==> src/rtl/phy_mdio_pkg.sv <==
// Shared MDIO (clause 22) frame definitions: FSM states, frame field constants, command struct.
// Frame builder packs the post-preamble 32-bit serial word, MSB first on the wire.
package phy_mdio_pkg;

    typedef enum logic [2:0] {
        S_IDLE,
        S_PRE,
        S_HDR,
        S_TA,
        S_DATA,
        S_DONE
    } state_t;

    localparam logic [1:0] MDIO_ST    = 2'b01;
    localparam logic [1:0] MDIO_OP_RD = 2'b10;
    localparam logic [1:0] MDIO_OP_WR = 2'b01;
    localparam logic [1:0] MDIO_TA_WR = 2'b10;

    localparam int HDR_BITS   = 14;
    localparam int TA_BITS    = 2;
    localparam int DATA_BITS  = 16;
    localparam int FRAME_BITS = HDR_BITS + TA_BITS + DATA_BITS;

    typedef struct packed {
        logic        write;
        logic [4:0]  phy_addr;
        logic [4:0]  reg_addr;
        logic [15:0] wdata;
    } mdio_cmd_t;

    // Read frames fill TA/DATA with ones so mdio_o idles high while the PHY owns the line.
    function automatic logic [FRAME_BITS-1:0] build_frame(input mdio_cmd_t c);
        if (c.write)
            return {MDIO_ST, MDIO_OP_WR, c.phy_addr, c.reg_addr, MDIO_TA_WR, c.wdata};
        return {MDIO_ST, MDIO_OP_RD, c.phy_addr, c.reg_addr, 2'b11, 16'hFFFF};
    endfunction

endpackage

==> src/rtl/phy_mdio_master_if.sv <==
// Command/response bus of the MDIO master; master = command issuer, slave = the MDIO engine.
// Single-beat valid/ready command, one-cycle response pulse with no backpressure.
interface phy_mdio_master_if;
    logic        cmd_valid;
    logic        cmd_ready;
    logic        cmd_write;
    logic [4:0]  cmd_phy_addr;
    logic [4:0]  cmd_reg_addr;
    logic [15:0] cmd_wdata;
    logic        rsp_valid;
    logic [15:0] rsp_rdata;
    logic        rsp_ta_err;
    logic        busy;

    modport master (
        output cmd_valid, cmd_write, cmd_phy_addr, cmd_reg_addr, cmd_wdata,
        input  cmd_ready, rsp_valid, rsp_rdata, rsp_ta_err, busy
    );

    modport slave (
        input  cmd_valid, cmd_write, cmd_phy_addr, cmd_reg_addr, cmd_wdata,
        output cmd_ready, rsp_valid, rsp_rdata, rsp_ta_err, busy
    );
endinterface

==> src/rtl/mdio_clk_div.sv <==
// MDC generator: per bit, low MDC_DIV/2 cycles then high MDC_DIV/2; held low with phase 0 while !run.
// fall_stb marks the last cycle of a bit (MDC falls next cycle), rise_stb the first MDC-high cycle.
module mdio_clk_div #(
    parameter int MDC_DIV = 10
) (
    input  logic clk_25Mz,
    input  logic reset_N,
    input  logic run,
    output logic mdc,
    output logic fall_stb,
    output logic rise_stb
);
    localparam int PW   = $clog2(MDC_DIV);
    localparam int HALF = MDC_DIV / 2;

    logic [PW-1:0] phase;
    logic [PW-1:0] phase_nxt;

    always_comb begin
        phase_nxt = '0;
        if (run && (phase != PW'(MDC_DIV - 1)))
            phase_nxt = phase + 1'b1;
    end

    // MDC is registered from the next phase so the pin never glitches on counter decode.
    always_ff @(posedge clk_25Mz or negedge reset_N) begin
        if (!reset_N) begin
            phase <= '0;
            mdc   <= 1'b0;
        end else begin
            phase <= phase_nxt;
            mdc   <= (phase_nxt >= PW'(HALF));
        end
    end

    assign fall_stb = run && (phase == PW'(MDC_DIV - 1));
    assign rise_stb = run && (phase == PW'(HALF));

endmodule

==> src/rtl/phy_mdio_master.sv <==
// Clause-22 MDIO master: one command -> one frame, rsp_valid (PRE_LEN+32)*MDC_DIV+1 cycles after accept.
// cmd_ready only in IDLE with enable high; commands offered while busy are dropped, rsp cannot stall.
module phy_mdio_master
    import phy_mdio_pkg::*;
#(
    parameter int MDC_DIV = 10,
    parameter int PRE_LEN = 32
) (
    input  logic             clk_25Mz,
    input  logic             reset_N,
    input  logic             enable,
    phy_mdio_master_if.slave cmd_if,
    output logic             MDC,
    output logic             mdio_o,
    output logic             mdio_oe,
    input  logic             mdio_i
);
    localparam logic [5:0] PRE_LAST = 6'((PRE_LEN > 0) ? PRE_LEN - 1 : 0);

    state_t                state, state_nxt;
    logic [5:0]            bit_cnt;
    logic                  last_bit;
    logic                  run, fall_stb, rise_stb;
    logic                  cmd_ready, accept;
    logic                  wr_q, ta_bit;
    logic [FRAME_BITS-1:0] tx_sr;
    logic [15:0]           rx_sr;
    logic [15:0]           rsp_rdata;
    logic                  rsp_ta_err;
    mdio_cmd_t             cmd;

    assign cmd       = {cmd_if.cmd_write, cmd_if.cmd_phy_addr, cmd_if.cmd_reg_addr, cmd_if.cmd_wdata};
    assign run       = state inside {S_PRE, S_HDR, S_TA, S_DATA};
    assign cmd_ready = reset_N && enable && (state == S_IDLE);
    assign accept    = cmd_if.cmd_valid && cmd_ready;

    mdio_clk_div #(.MDC_DIV(MDC_DIV)) u_clk_div (
        .clk_25Mz (clk_25Mz),
        .reset_N  (reset_N),
        .run      (run),
        .mdc      (MDC),
        .fall_stb (fall_stb),
        .rise_stb (rise_stb)
    );

    always_comb begin
        case (state)
            S_PRE:   last_bit = (bit_cnt == PRE_LAST);
            S_HDR:   last_bit = (bit_cnt == 6'(HDR_BITS - 1));
            S_TA:    last_bit = (bit_cnt == 6'(TA_BITS - 1));
            S_DATA:  last_bit = (bit_cnt == 6'(DATA_BITS - 1));
            default: last_bit = 1'b0;
        endcase
    end

    always_ff @(posedge clk_25Mz or negedge reset_N) begin
        if (!reset_N) state <= S_IDLE;
        else          state <= state_nxt;
    end

    // States only advance on fall_stb, so pin outputs decoded from state/tx_sr move with MDC falling.
    always_comb begin
        state_nxt = state;
        mdio_o    = 1'b1;
        mdio_oe   = 1'b0;
        case (state)
            S_IDLE: if (accept) state_nxt = (PRE_LEN == 0) ? S_HDR : S_PRE;
            S_PRE: begin
                mdio_oe = 1'b1;
                if (fall_stb && last_bit) state_nxt = S_HDR;
            end
            S_HDR: begin
                mdio_o  = tx_sr[FRAME_BITS-1];
                mdio_oe = 1'b1;
                if (fall_stb && last_bit) state_nxt = S_TA;
            end
            S_TA: begin
                mdio_o  = tx_sr[FRAME_BITS-1];
                mdio_oe = wr_q;
                if (fall_stb && last_bit) state_nxt = S_DATA;
            end
            S_DATA: begin
                mdio_o  = tx_sr[FRAME_BITS-1];
                mdio_oe = wr_q;
                if (fall_stb && last_bit) state_nxt = S_DONE;
            end
            S_DONE:  state_nxt = S_IDLE;
            default: state_nxt = S_IDLE;
        endcase
    end

    always_ff @(posedge clk_25Mz or negedge reset_N) begin
        if (!reset_N) begin
            bit_cnt    <= '0;
            wr_q       <= 1'b0;
            tx_sr      <= '0;
            rx_sr      <= '0;
            ta_bit     <= 1'b0;
            rsp_rdata  <= '0;
            rsp_ta_err <= 1'b0;
        end else begin
            if (accept) begin
                wr_q  <= cmd.write;
                tx_sr <= build_frame(cmd);
            end else if (fall_stb && (state inside {S_HDR, S_TA, S_DATA})) begin
                tx_sr <= {tx_sr[FRAME_BITS-2:0], 1'b1};
            end
            if (fall_stb)
                bit_cnt <= last_bit ? 6'd0 : bit_cnt + 6'd1;
            if (rise_stb && (state == S_TA) && (bit_cnt == 6'd1))
                ta_bit <= mdio_i;
            if (rise_stb && (state == S_DATA))
                rx_sr <= {rx_sr[14:0], mdio_i};
            // The last data bit was sampled mid-bit, so rx_sr is complete at the DATA exit.
            if ((state == S_DATA) && fall_stb && last_bit) begin
                rsp_rdata  <= wr_q ? 16'h0000 : rx_sr;
                rsp_ta_err <= !wr_q && ta_bit;
            end
        end
    end

    assign cmd_if.cmd_ready  = cmd_ready;
    assign cmd_if.busy       = (state != S_IDLE);
    assign cmd_if.rsp_valid  = (state == S_DONE);
    assign cmd_if.rsp_rdata  = rsp_rdata;
    assign cmd_if.rsp_ta_err = rsp_ta_err;

endmodule

==> src/flat_wrapper.sv <==
// flat-port wrapper written by rule: the top's interface ports become plain ports
module phy_mdio_master_flat import phy_mdio_pkg::*;
#(
    parameter int MDC_DIV = 10,
    parameter int PRE_LEN = 32
)
  (clk_25Mz, reset_N, enable, MDC, mdio_o, mdio_oe, mdio_i, cmd_if_cmd_valid, cmd_if_cmd_write, cmd_if_cmd_phy_addr, cmd_if_cmd_reg_addr, cmd_if_cmd_wdata, cmd_if_cmd_ready, cmd_if_rsp_valid, cmd_if_rsp_rdata, cmd_if_rsp_ta_err, cmd_if_busy);
  phy_mdio_master_if cmd_if_i ();
  input  logic clk_25Mz;
  input  logic reset_N;
  input  logic enable;
  output logic MDC;
  output logic mdio_o;
  output logic mdio_oe;
  input  logic mdio_i;
  input wire logic [$bits(cmd_if_i.cmd_valid)-1:0] cmd_if_cmd_valid;
  input wire logic [$bits(cmd_if_i.cmd_write)-1:0] cmd_if_cmd_write;
  input wire logic [$bits(cmd_if_i.cmd_phy_addr)-1:0] cmd_if_cmd_phy_addr;
  input wire logic [$bits(cmd_if_i.cmd_reg_addr)-1:0] cmd_if_cmd_reg_addr;
  input wire logic [$bits(cmd_if_i.cmd_wdata)-1:0] cmd_if_cmd_wdata;
  output wire logic [$bits(cmd_if_i.cmd_ready)-1:0] cmd_if_cmd_ready;
  output wire logic [$bits(cmd_if_i.rsp_valid)-1:0] cmd_if_rsp_valid;
  output wire logic [$bits(cmd_if_i.rsp_rdata)-1:0] cmd_if_rsp_rdata;
  output wire logic [$bits(cmd_if_i.rsp_ta_err)-1:0] cmd_if_rsp_ta_err;
  output wire logic [$bits(cmd_if_i.busy)-1:0] cmd_if_busy;
  assign cmd_if_i.cmd_valid = cmd_if_cmd_valid;
  assign cmd_if_i.cmd_write = cmd_if_cmd_write;
  assign cmd_if_i.cmd_phy_addr = cmd_if_cmd_phy_addr;
  assign cmd_if_i.cmd_reg_addr = cmd_if_cmd_reg_addr;
  assign cmd_if_i.cmd_wdata = cmd_if_cmd_wdata;
  assign cmd_if_cmd_ready = cmd_if_i.cmd_ready;
  assign cmd_if_rsp_valid = cmd_if_i.rsp_valid;
  assign cmd_if_rsp_rdata = cmd_if_i.rsp_rdata;
  assign cmd_if_rsp_ta_err = cmd_if_i.rsp_ta_err;
  assign cmd_if_busy = cmd_if_i.busy;
  phy_mdio_master #(.MDC_DIV(MDC_DIV), .PRE_LEN(PRE_LEN)) u_core (.clk_25Mz(clk_25Mz), .reset_N(reset_N), .enable(enable), .cmd_if(cmd_if_i), .MDC(MDC), .mdio_o(mdio_o), .mdio_oe(mdio_oe), .mdio_i(mdio_i));
endmodule
==> config.mk <==
export PLATFORM = sky130hd
export DESIGN_NAME = phy_mdio_master_flat
export DESIGN_NICKNAME = d
export VERILOG_FILES = /design/src/rtl/phy_mdio_pkg.sv /design/src/rtl/phy_mdio_master_if.sv /design/src/rtl/mdio_clk_div.sv /design/src/rtl/phy_mdio_master.sv /design/src/flat_wrapper.sv
export SDC_FILE = /design/constraint.sdc
export NUM_CORES = 1
export LEC_CHECK = 0
export BUFFER_PORTS_ARGS = -buffer_cell sky130_fd_sc_hd__buf_2
export CORE_UTILIZATION = 50
export CTS_CLUSTER_DIAMETER = 200
export CTS_CLUSTER_SIZE = 24
export DETAILED_ROUTE_END_ITERATION = 6
export PLACE_DENSITY = 0.78
export SETUP_SLACK_MARGIN = 0.3
export SLEW_MARGIN = 15
export SYNTH_ARGS = -nofsm -noshare
export SYNTH_HDL_FRONTEND = slang
export SYNTH_SLANG_ARGS = --single-unit
export TNS_END_PERCENT = 1
==> constraint.sdc <==
create_clock -name clk_25Mz -period 3.1 [get_ports clk_25Mz]
set_clock_uncertainty 0.05 [all_clocks]
set_input_delay 0.62 -clock clk_25Mz [delete_from_list [all_inputs] [get_ports clk_25Mz]]
set_output_delay 0.62 -clock clk_25Mz [all_outputs]
set_load 0.1 [all_outputs]
After elaboration in Yosys (flattened, before gate mapping)
Cells that the tools add are included.
{"block": "op_classes", "muxes": 18, "add_sub_neg": 2, "reduce_logical": 24, "n_eq_ne": 17, "magnitude_cmp": 1}
{"operator": "$mux 32", "n": 4}
{"operator": "$mux 16", "n": 1}
{"operator": "$mux 3", "n": 5}
{"operator": "$pmux 3 s5", "n": 1}
{"operator": "$logic_and 1x1->1", "n": 14}
{"operator": "$eq 6x4->1 const B", "n": 2}
{"operator": "$ne 2x2->1 const B", "n": 4}
{"operator": "$add 6x1->6 const B", "n": 1}
{"operator": "$eq 3x2->1 const B", "n": 2}
{"operator": "$eq 3x3->1 const B", "n": 2}
{"operator": "$eq 6x1->1 const B", "n": 1}
{"operator": "$eq 6x5->1 const B", "n": 1}
{"operator": "$mux 6", "n": 1}
{"operator": "$reduce_bool 3->1", "n": 2}
{"operator": "$reduce_and 5->1", "n": 1}
{"operator": "$add 4x1->4 const B", "n": 1}
{"operator": "$eq 4x3->1 const B", "n": 1}
{"operator": "$eq 4x4->1 const B", "n": 1}
{"operator": "$ge 4x3->1 const B", "n": 1}
{"operator": "$mux 4", "n": 1}
{"operator": "$ne 4x4->1 const B", "n": 1}
{"operator": "$pmux 1 s4", "n": 1}
{"operator": "$reduce_bool 4->1", "n": 1}
{"operator": "$reduce_or 2->1", "n": 2}
{"operator": "other kinds (8)", "n": 10}
{"block": "word_totals", "in_bits": 32, "register_bits": 81, "word_cells": 72, "output_inout_bits": 23}

Logic depth before layout (Yosys ltp)
Gate-level depths: netlist of the first run.
{"block": "depth", "depth_word": 6, "ltp_mapped": 8, "depth_no_buf": 7}

By module
A second synthesis of the first run with hierarchy kept.
{"block": "hier_totals", "cells_unflattened": 364, "hier_area_um2": 3776.1}
{"mod": "phy_mdio_master", "area_per_inst_um2": 3519.6, "seq_area_each_um2": 1901.8, "instances": 1, "cells_each": 338}
{"mod": "mdio_clk_div", "area_per_inst_um2": 256.5, "seq_area_each_um2": 125.1, "instances": 1, "cells_each": 26}

Least setup slack after synthesis of the first run
No wires, ideal clock.
{"block": "synth_timing", "path_type": "flip-flop to output port", "from": "register u_core.state[0]", "to": "output port mdio_oe", "path_buffers": 1, "t_required_ns": 2.430, "path_stages_with_launch": 5, "slack_ns": -0.432, "arrival_time_ns": 2.862, "cell_sequence": "dfrtp_1 > buf_2 > nand2_1 > nor2_1 > o31ai_1"}
{"block": "synth_via", "elab_chain_cells": 3, "word_cells_on_any_way": 7, "cone_classes": "eq/ne (4); mux (1); reduce/logical (2)"}
{"element": "start: declaration", "line": "phy_mdio_master.sv:20", "source": "state_t state, state_nxt;"}
{"element": "start signal: assignment", "line": "phy_mdio_master.sv:58", "source": "else state <= state_nxt;"}
{"element": "$eq 3x3->1, or another cell as far along", "line": "phy_mdio_master.sv:66", "source": "case (state)"}
{"element": "$reduce_or 2->1 (no source line)"}
{"element": "$pmux 1 s2 (*)", "line": "phy_mdio_master.sv:66"}
{"element": "end: declaration", "line": "flat_wrapper.sv:14", "source": "output logic mdio_oe;"}
Every way passes the cells marked *; elsewhere a longest branch is shown, timed or not.

Worst setup path in the final report of the first run
{"block": "layout_timing", "from": "register u_core.state[0]", "to": "output port mdio_o"}
{"block": "layout_via", "elab_chain_cells": 3, "word_cells_on_any_way": 5, "cone_classes": "eq/ne (3); mux (1); reduce/logical (1)"}
{"element": "$eq 3x3->1 / $eq 3x2->1 (equally long branches)", "line": "phy_mdio_master.sv:66"}
{"element": "$reduce_or 3->1 (no source line) (*)"}
{"element": "$mux 1 (*)", "line": "phy_mdio_master.sv:66"}
{"element": "end: declaration", "line": "flat_wrapper.sv:13", "source": "output logic mdio_o;"}
Marked as above.

==> metrics.md, run 1 <==
| Metric | Value |
|---|---|
| Status | `complete, no violations` |
| WL/cell | `13.80 microns` |
| Sequential area share after synthesis | `54.02%` |
| Hold WS | `93.52 ps` |
| Syn Inst Count | `383` |
| Startpoint type of the worst setup path | `register` |
| Crit-path slowest cell | `dfrtp_1` |
| CTS tree | `built` |
| Initial antenna violation count | `0` |
| Die Wd | `88.63 microns` |
| Syn_area_per_cell | `9.797 sq um` |
| Worst Hold Class | `primary input to async pin` |
| CTS root buffer | `clkbuf_8` |
| Synth unique cells | `46` |
| WS Path Type | `register to output port` |
| CP Max Fanout | `12` |
| Share of cells above drive strength 1 | `23.33%` |
| Static leakage | `2.008 nW` |
| Sink Count | `81` |
| Critical path cell sequence | `nor2_1, a21oi_1, or2_2, buf_2` |
| Die height | `88.63 microns` |
| Reg clk slew, reported paths | `90 ps` |
| Area Growth Syn to Fin | `14.37%` |
| Initial Util | `51.73%` |
| Hold Vio Cnt, Final | `0` |
| Setup bufs post-CTS | `0` |
| P per Cell Area | `425.7 nW/um^2` |
| Max Root-Sink Buffers | `2` |
| Asr flop ratio synth | `100.0%` |
| Port bufs | `54` |
| Syn nets | `419` |
| YS warnings | `0` |
| Max Slew Vio Count | `0` |
| Die area | `7855 sq um` |
| Ports | `55` |
| Peak Freq | `0.3826 GHz` |
| Multi-input gate area | `1607 sq um` |
| Final net count | `464` |
| #FFs+latches synth | `81` |
| Hold buffers post-CTS | `0` |
| CTS resizes | `0` |
| Core ar. | `7253 sq um` |
| CP Capture Type | `output port` |
| Remaining DRCs | `0` |
| Critical Path RT | `2430 ps` |
| Core Util, Final | `59.17%` |
| Primary FF master, synth | `dfrtp_1` |
| Commonest non-fill, non-tap cells in the layout | `nand2_1 (87), dfrtp_1 (81), buf_2 (52)` |
| Detailed placement HPWL | `4890 microns` |
| First-pass DRT Iterations | `4` |
| Actual slew at the worst max-slew pin | `809.0 ps` |
| Number of H-tree levels | `3` |
| Mapped cell area | `3752 sq um` |
| Crit path DAT | `1940 ps` |
| Tcrit/Tclk final | `84.32%` |
| Maxcap violations | `0` |
| Tot GR Track Use | `20.13%` |
| CP peak stage delay | `550 ps` |
| Total congestion overflow | `0` |
| First-pass GRT wire length | `11990 microns` |
| Vias per Instance | `5.387` |
| Routed WL | `7341 microns` |
| Minimum clock period | `2614 ps` |
| Number of fillers in the final layout | `637` |
| Max IR drop VDD | `0.0003336 V` |
| Starting DRT DRC Count | `219` |
| Num CTS Buffers | `9` |
| DRT antenna net count | `0` |
| Slew headroom | `45.89%` |
| Worst skew pair latency | `360 ps` |
| Register area | `2027 sq um` |
| Via count | `2866` |
| Commonest non-fill, non-tap cell in the layout | `nand2_1` |
| RSZ-0062 raised after global routing | `no` |
| Vias in the first global route | `2627` |
| Largest net degree at the start of global routing | `59` |
| Number of synthesized flops with an enable pin | `0` |
| GP Congestion | `0.8143` |
| Final setup fails | `0` |
| Antenna cells | `0` |
| # rows | `31` |
[cell families after synthesis]
family	share of synthesized area, %
and+or+nand+nor	23.41
DFF	54.02
AOI/OAI and AO/OA	11.74
buffers and inverters	3.668
muxes	5.368
adders and majority gates	1.334
xor gates and xnor gates	0.4669
[synth_stat cells, types with 2 or more instances]
library cell  instances  area (sq um)
clkbuf_1             12         45.04
dfrtp_1              81          2027
nand2b_1             19         118.9
buf_2                11         55.05
a31oi_1              25         156.4
nor3_1                3         15.01
nor2_1               15         56.30
nor3b_1              16         120.1
nand3b_1              2         15.01
nand4b_1              2         17.52
o21ai_0              23         115.1
o31ai_1               3         22.52
mux2_2               17         191.4
a21oi_1               7         35.03
o21ai_1               3         15.01
nand2_1              87         326.6
nand3_1              15         75.07
inv_1                 7         26.28
a22oi_1               4         30.03
o21a_1                2         15.01
ha_1                  4         50.05
[metrics by stage]
stage	area [sq um]	power (W)	TNS (ps)	worst slack (ps)	instances
finish	4292	0.001827	0	486.0	532
global route	4292	0.001904	0	365.9	532
CTS	4280	0.001858	0	476.6	532
detailed placement	4103	0.001152	0	724.2	516
global placement	4103	0.001152	0	780.2	516
floorplan	3757	0.001105	-333.0	-333.0	383
[worst max-delay path: cells and delay by family (launching register included)]
kind	cells	cell delay, ps
flops	1	550
simple gates	2	330
compound gates	1	290
buf+inv	1	420
[metal layers]
layer  vias to the layer above  wire length, microns  share of wire (%)  global-route usage [%]
met5                         -                     0                  0                       0
met4                         0                    65               0.89                   5.572
met2                        72                  3442                 47                   31.61
li1                       1412                     -                  -                       -
met1                      1373                  3481                 47                   27.05
met3                         9                   351                4.8                   6.343
[report_power, final]
group / total [W] / internal (W) / switching [W]
sequential: 0.00107 / 0.00106 / 0.00000617
combinational: 0.0000592 / 0.0000244 / 0.0000348
clock: 0.000697 / 0.000296 / 0.000402
total: 0.00183 / 0.00138 / 0.000443
[layout make-up]
| cell class | instances | area share, % |
|---|---|---|
| clock buffers | 9 | 2.886 |
| clock inverters | 7 | 1.254 |
| inverters | 7 | 0.6122 |
| multi-input cells | 271 | 37.43 |
| flip-flops and latches | 81 | 47.23 |
| well taps | 99 | 2.886 |
| repair buffers | 58 | 7.697 |
[flip-flops by register name, summed over array words and instances (netlist names)]
register	flops
u_core.tx_sr	32
u_core.cmd_if.rsp_rdata	16
u_core.rx_sr	16
u_core.bit_cnt	6
u_core.u_clk_div.phase	4
u_core.state	3
u_core.cmd_if.rsp_ta_err	1
u_core.ta_bit	1
u_core.u_clk_div.mdc	1
u_core.wr_q	1
[worst paths after layout]
| path | start | end | slack, ps | cells after the start |
|---|---|---|---|---|
| setup reg to reg | u_core.state[2] | u_core.rx_sr[7] | 810 | 3 |
| hold reg to reg | u_core.cmd_if.rsp_rdata[14] | u_core.cmd_if.rsp_rdata[14] | 430 | 2 |
| setup / recovery | u_core.state[0] | mdio_o | 490 | 4 |
| hold / removal | reset_N | u_core.cmd_if.rsp_rdata[0] | 90 | 1 |
| min in group clk_25Mz | u_core.cmd_if.rsp_rdata[14] | u_core.cmd_if.rsp_rdata[14] | 430 | 2 |
| max in group asynchronous | reset_N | u_core.tx_sr[2] | 1870 | 2 |
Power figures use the tool's default switching activity.
==> inputs of run 2 (changes only) <==
--- a/config.mk
+++ b/config.mk
@@ -5,12 +5,13 @@
 export SDC_FILE = /design/constraint.sdc
 export NUM_CORES = 1
 export LEC_CHECK = 0
+export ABC_AREA = 1
 export BUFFER_PORTS_ARGS = -buffer_cell sky130_fd_sc_hd__buf_2
 export CORE_UTILIZATION = 50
 export CTS_CLUSTER_DIAMETER = 200
 export CTS_CLUSTER_SIZE = 24
 export DETAILED_ROUTE_END_ITERATION = 6
-export PLACE_DENSITY = 0.78
+export PLACE_DENSITY = 0.81
 export SETUP_SLACK_MARGIN = 0.3
 export SLEW_MARGIN = 15
 export SYNTH_ARGS = -nofsm -noshare
==> constraint.sdc (replaced) <==
create_clock -name clk_25Mz -period 2.2 [get_ports clk_25Mz]
set_clock_uncertainty 0.05 [all_clocks]
set_input_delay 0.44 -clock clk_25Mz [delete_from_list [all_inputs] [get_ports clk_25Mz]]
set_output_delay 0.44 -clock clk_25Mz [all_outputs]
set_load 0.1 [all_outputs]
==> run 2 against run 1 <==
Sequential power grew 94%. Clock power grew 65%. Critical path depth grew 2. Largest power group unchanged.
==> metrics.md, run 2 <==
| Metric | Value |
|---|---|
| Sink Count | `81` |
| Initial antenna violation count | `0` |
| Peak Freq | `0.4908 GHz` |
| Asr flop ratio synth | `100.0%` |
| DRT antenna net count | `0` |
| Routed WL | `7518 microns` |
| P per Cell Area | `1097 nW/um^2` |
| Total congestion overflow | `0` |
| CTS tree | `built` |
| Core Util, Final | `62.11%` |
| Minimum clock period | `2038 ps` |
| Starting DRT DRC Count | `171` |
| Number of synthesized flops with an enable pin | `0` |
| Startpoint type of the worst setup path | `register` |
| Ports | `55` |
| #FFs+latches synth | `81` |
| First-pass DRT Iterations | `5` |
| Cell with the most instances after synthesis | `nand2_1` |
| Die area | `7975 sq um` |
| Hold Vio Cnt, Final | `0` |
| Syn Inst Count | `385` |
| Post-synth top cells | `nand2_1 (107), dfrtp_1 (81), nand3_1 (22), inv_1 (20), nand2_2 (18)` |
| Remaining DRCs | `0` |
| # rows | `31` |
| CP top delay family | `flip-flops` |
| Number of fillers in the final layout | `616` |
| Static leakage | `2.269 nW` |
| Crit path top cell by count | `nand2_4` |
| Actual slew at the worst max-slew pin | `1009 ps` |
| Sequential area share after synthesis | `53.18%` |
| Vias per Instance | `5.200` |
| Worst skew pair latency | `350 ps` |
| Largest register by flop count | `u_core.tx_sr` |
| Status | `complete, no violations` |
| CP Buf/Inv Count | `2` |
| Hold WS | `262.7 ps` |
| Crit path DAT | `1550 ps` |
| Mapped cell area | `3811 sq um` |
| RSZ-0062 raised after global routing | `yes` |
| Num CTS Buffers | `9` |
| Area leader, netlist | `dfrtp_1` |
| Reg clk slew, reported paths | `90 ps` |
| Vias in the first global route | `2714` |
| WS Path Type | `register to output port` |
| Critical path cell sequence | `nor2_4, nand2_4, nand2_4, inv_4, o21ai_4, buf_12` |
| Commonest non-fill, non-tap cells in the layout | `nand2_1 (106), dfrtp_1 (78), buf_2 (50)` |
| YS warnings | `0` |
| Top-area cell type share of the netlist area | `53.18%` |
| Detailed placement HPWL | `5047 microns` |
| Final net count | `486` |
| CP Max Fanout | `7` |
| Core ar. | `7292 sq um` |
| CP Capture Type | `output port` |
| Tcrit/Tclk final | `92.62%` |
| Largest register FFs | `32` |
| Tot GR Track Use | `19.96%` |
| Hold buffers post-CTS | `0` |
| Number of H-tree levels | `3` |
| Crit-path slowest cell | `dfrtp_2` |
| Syn nets | `421` |
| Initial Util | `52.26%` |
| Register area | `2031 sq um` |
| Die height | `89.31 microns` |
| Max Slew Vio Count | `0` |
| Slew headroom | `32.74%` |
| Port bufs | `54` |
| Critical Path RT | `1710 ps` |
| Max IR drop VDD | `0.0007692 V` |
| Die Wd | `89.31 microns` |
| First-pass GRT wire length | `12170 microns` |
| Final setup fails | `0` |
| Worst Hold Class | `primary input to register` |
| Syn_area_per_cell | `9.899 sq um` |
| Primary FF master, synth | `dfrtp_1` |
| Multi-input gate area | `1620 sq um` |
| Commonest non-fill, non-tap cell in the layout | `nand2_1` |
| Max Root-Sink Buffers | `2` |
| Antenna cells | `0` |
| CP peak stage delay | `480 ps` |
| Via count | `2881` |
| Top flop regs | `u_core.tx_sr x32, u_core.cmd_if.rsp_rdata x16, u_core.rx_sr x16` |
| Largest net degree at the start of global routing | `82` |
| GP Congestion | `0.8401` |
| Share of cells above drive strength 1 | `37.14%` |
| WL/cell | `13.57 microns` |
| Main area contributors after synthesis | `dfrtp_1 (53%), nand2_1 (11%), o21ai_2 (3.9%), mux2_2 (3.5%), o221ai_1 (3.4%)` |
| Maxcap violations | `0` |
| Area Growth Syn to Fin | `18.84%` |
| Synth unique cells | `37` |
| CTS root buffer | `clkbuf_8` |
run 2: final timing paths:
kind / slack [ps] / cells past startpoint / startpoint / to
max in group asynchronous: 1140 / 2 / reset_N / u_core.bit_cnt[0]
worst min register to register: 440 / 2 / u_core.tx_sr[22] / u_core.tx_sr[22]
worst max register to register: 250 / 11 / u_core.state[0] / u_core.tx_sr[18]
min in group asynchronous: 280 / 2 / reset_N / u_core.tx_sr[2]
worst max-delay path: 160 / 6 / u_core.state[0] / mdio_oe
worst min-delay path: 260 / 3 / cmd_if_cmd_phy_addr[0] / u_core.tx_sr[23]
run 2: what timing repair did:
| item | CTS | global route |
|---|---|---|
| resized for setup | 5 | 3 |
| buffers inserted | 4 | 5 |
| setup endpoints to repair | 50 | 60 |
| pin swaps | 2 | 4 |
run 2: routing by layer:
layer	GRT usage [%]	vias to the layer above	wire length (microns)
met4	6.638	0	112
met2	34.70	61	3774
met3	4.340	14	264
li1	-	1407	-
met5	0	-	0
met1	24.80	1399	3367
run 2: logic make-up after synthesis:
logic type,Yosys count,synth area share (%)
compound gates,56,10.74
simple gates,180,22.78
mux,15,4.399
fa+ha+maj,4,1.313
buf+inv,45,6.664
xor+xnor,4,0.9194
flops,81,53.18
run 2: metrics by stage:
step                      cells  area, sq um  setup slack (ps)  TNS (ps)  power, W
after global placement      529         4228             286.3         0  0.003670
after detailed placement    529         4228             259.7         0  0.003737
after global routing        554         4529             107.6         0  0.005265
after floorplan             385         3889            -26.46    -190.5  0.003330
after CTS                   549         4483             164.3         0  0.004951
final                       554         4529             162.4         0  0.004970
run 2: power breakdown:
| part | total [W] | leakage [nW] | switching (W) | internal, W |
|---|---|---|---|---|
| Sequential | 0.00208 | 1.07 | 0.000245 | 0.00183 |
| Clock | 0.00115 | 0.0988 | 0.000605 | 0.000545 |
| Combinational | 0.00174 | 1.10 | 0.00116 | 0.000581 |
| Total | 0.00497 | 2.27 | 0.00201 | 0.00296 |
run 2: layout make-up:
class,count,share of cell area [%]
inverter,31,2.956
timing repair buffer,68,9.144
tap,99,2.735
clock inverter,7,1.823
sequential,81,44.83
clock buffer,9,2.735
multi-input combinational,259,35.77
run 2: tightest hold or removal path, cell delays in order:
cell and delay, ps:
buf_2 70, nand2_1 40, nand3_1 70
==> inputs of run 3 (changes only) <==
--- a/config.mk
+++ b/config.mk
@@ -12,7 +12,7 @@
 export CTS_CLUSTER_SIZE = 24
 export DETAILED_ROUTE_END_ITERATION = 6
 export PLACE_DENSITY = 0.81
-export SETUP_SLACK_MARGIN = 0.3
+export SETUP_SLACK_MARGIN = 0.4
 export SLEW_MARGIN = 15
 export SYNTH_ARGS = -nofsm -noshare
 export SYNTH_HDL_FRONTEND = slang
==> constraint.sdc (replaced) <==
create_clock -name clk_25Mz -period 1.65 [get_ports clk_25Mz]
set_clock_uncertainty 0.05 [all_clocks]
set_input_delay 0.33 -clock clk_25Mz [delete_from_list [all_inputs] [get_ports clk_25Mz]]
set_output_delay 0.33 -clock clk_25Mz [all_outputs]
set_load 0.1 [all_outputs]
==> run 3 against run 2 <==
The run now ends with setup timing left. Final area increased by 7.3%. Routed wire length increased by 5.2%. Final cell count increased by 2.7%. First-iteration DRC count increased by 12%. Critical path type unchanged. Critical endpoint unchanged. Sequential share of layout area decreased by 3.1 points. Worst setup slack got worse by 470 ps. Critical path depth unchanged. Register-to-register slack got worse by 410 ps. Non-clock buffer count increased by 15. Clock power increased by 56%. Worst hold slack got worse by 120 ps.
==> metrics.md, run 3 (same netlist as run 2, synthesis figures left out) <==
| Metric | Value |
|---|---|
| Maxcap violations | `0` |
| Vias in the first global route | `2813` |
| Met3 Track Usage GR | `4.155%` |
| Static leakage | `2.409 nW` |
| Commonest non-fill, non-tap cells in the layout | `nand2_1 (106), dfrtp_1 (79), buf_2 (46)` |
| Detailed placement HPWL | `5108 microns` |
| Total Neg Setup Slack | `-5132 ps` |
| Crit-path slowest cell | `dfrtp_2` |
| P per Cell Area | `1512 nW/um^2` |
| Actual slew at the worst max-slew pin | `499.3 ps` |
| Worst Hold Class | `primary input to register` |
| Critical path cell sequence | `nor2_4, nand2_2, nand2_4, inv_4, o21ai_4, buf_12` |
| WS Path Type | `register to output port` |
| CTS root buffer | `clkbuf_8` |
| Remaining DRCs | `0` |
| Minimum clock period | `1955 ps` |
| Total congestion overflow | `0` |
| Reg clk slew, reported paths | `80 ps` |
| First-pass DRT Iterations | `4` |
| CP top delay family | `flip-flops` |
| Vias per Instance | `5.167` |
| Share of cells above drive strength 1 | `40.00%` |
| Global-route met1 utilization | `26.23%` |
| Largest register FFs | `32` |
| Max IR drop VDD | `0.0008081 V` |
| Failing checks | `setup timing` |
| Total power | `0.007349 W` |
| GRT busiest layer | `met2` |
| Placed cell area | `4443 sq um` |
| Tcrit/Tclk final | `118.5%` |
| Starting DRT DRC Count | `192` |
| Peak Freq | `0.5114 GHz` |
| Core Util, Final | `66.64%` |
| Critical Path RT | `1270 ps` |
| Largest net degree at the start of global routing | `82` |
| Number of H-tree levels | `3` |
| Commonest non-fill, non-tap cell in the layout | `nand2_1` |
| Status | `complete, but fails checks` |
| Core ar. | `7292 sq um` |
| Slew headroom | `66.94%` |
| CP Buf/Inv Count | `2` |
| Worst skew pair latency | `360 ps` |
| Largest register by flop count | `u_core.tx_sr` |
| Initial antenna violation count | `0` |
| Fin worst setup slack | `-305.3 ps` |
| CP peak stage delay | `470 ps` |
| RSZ-0062 raised after global routing | `yes` |
| CP Max Fanout | `4` |
| Port bufs | `54` |
| WL/cell | `13.90 microns` |
| First-pass GRT wire length | `12640 microns` |
| Final Instance Area | `4860 sq um` |
| CP Capture Type | `output port` |
| Area Growth Syn to Fin | `27.51%` |
| Sink Count | `81` |
| GP Congestion | `0.8949` |
| Die area | `7975 sq um` |
| Die Wd | `89.31 microns` |
| Routed WL | `7910 microns` |
| M2 GR Usage | `35.74%` |
| Ports | `55` |
| Max Root-Sink Buffers | `2` |
| Crit path DAT | `1580 ps` |
| Via count | `2940` |
| Tot GR Track Use | `20.91%` |
| Final setup fails | `61` |
| Initial Util | `52.26%` |
| DRT antenna net count | `0` |
| # rows | `31` |
| Final net count | `501` |
| CTS tree | `built` |
| Top flop regs | `u_core.tx_sr x32, u_core.cmd_if.rsp_rdata x16, u_core.rx_sr x16` |
| Max Slew Vio Count | `0` |
| Startpoint type of the worst setup path | `register` |
| Num CTS Buffers | `9` |
| Antenna cells | `0` |
| Number of fillers in the final layout | `567` |
| Die height | `89.31 microns` |
| Post-Place Worst Slack | `-86.26 ps` |
| Hold Vio Cnt, Final | `0` |
-- run 3: cell count changes in the layout (fill, tap and decap cells not counted), sizes merged --
cell / previous run / this run
buf: 68 / 82
inv: 34 / 32
bufinv: 1 / 3
clkinvlp: 2 / 0
dlygate4sd3: 0 / 1
clkinv: 1 / 3
-- run 3: metrics by stage --
stage	std cells	hold slack [ps]
after CTS	567	137.6
after global placement	545	360.6
after floorplan	385	-15.59
after detailed placement	545	364.8
final	569	142.8
after global routing	569	153.8
-- run 3: layer usage --
layer	wire (microns)	vias up	part of all wire (%)
met3	276	15	3.5
met4	119	0	1.5
met1	3444	1426	44
li1	-	1433	-
met5	0	-	0
met2	4069	66	51
-- run 3: worst register-to-register path, stage by stage, from the launching register on --
cell,delay (ps)
dfrtp_2,470
nor2_4,160
nand2_2,90
buf_4,150
nand2_1,60
nand2_1,50
nand2_1,60
nand2_1,70
nand2_2,110
nand3_4,80
buf_12,190
nand2_1,100
o21ai_2,50
-- run 3: path summary, 6_finish.rpt --
path	startpoint	endpoint	slack, ps	cells past startpoint
max	u_core.state[0]	mdio_oe	-310	6
min	cmd_if_cmd_reg_addr[4]	u_core.tx_sr[22]	140	3
max reg2reg	u_core.state[0]	u_core.cmd_if.rsp_rdata[9]	-160	12
min reg2reg	u_core.cmd_if.rsp_rdata[14]	u_core.cmd_if.rsp_rdata[14]	440	2
max in group asynchronous	reset_N	u_core.state[0]	640	3
min in group asynchronous	reset_N	u_core.tx_sr[5]	550	3
-- run 3: layout make-up --
type / instances / area, sq um / share of cell area [%]
repair buffers: 83 / 650.6 / 13.39
clock buffers: 9 / 123.9 / 2.549
flip-flops and latches: 81 / 2029 / 41.76
multi-input cells: 259 / 1670 / 34.37
clock inverters: 7 / 125.1 / 2.575
inverters: 31 / 136.4 / 2.806
well taps: 99 / 123.9 / 2.549
-- run 3: timing repair --
item | in CTS | in global routing
endpoints found under the setup margin | 104 | 104
hold buffers | 1 | 0
buffers inserted | 5 | 2
hold endpoints to repair | 77 | 0
resized for setup | 13 | 11
cloned | 0 | 0
pin swaps | 6 | 5
-- run 3: report_power, final --
part	switching [W]	leakage [nW]	internal (W)
Clock	0.000771	0.124	0.00102
Sequential	0.000322	1.07	0.00244
Combinational	0.00168	1.22	0.00111
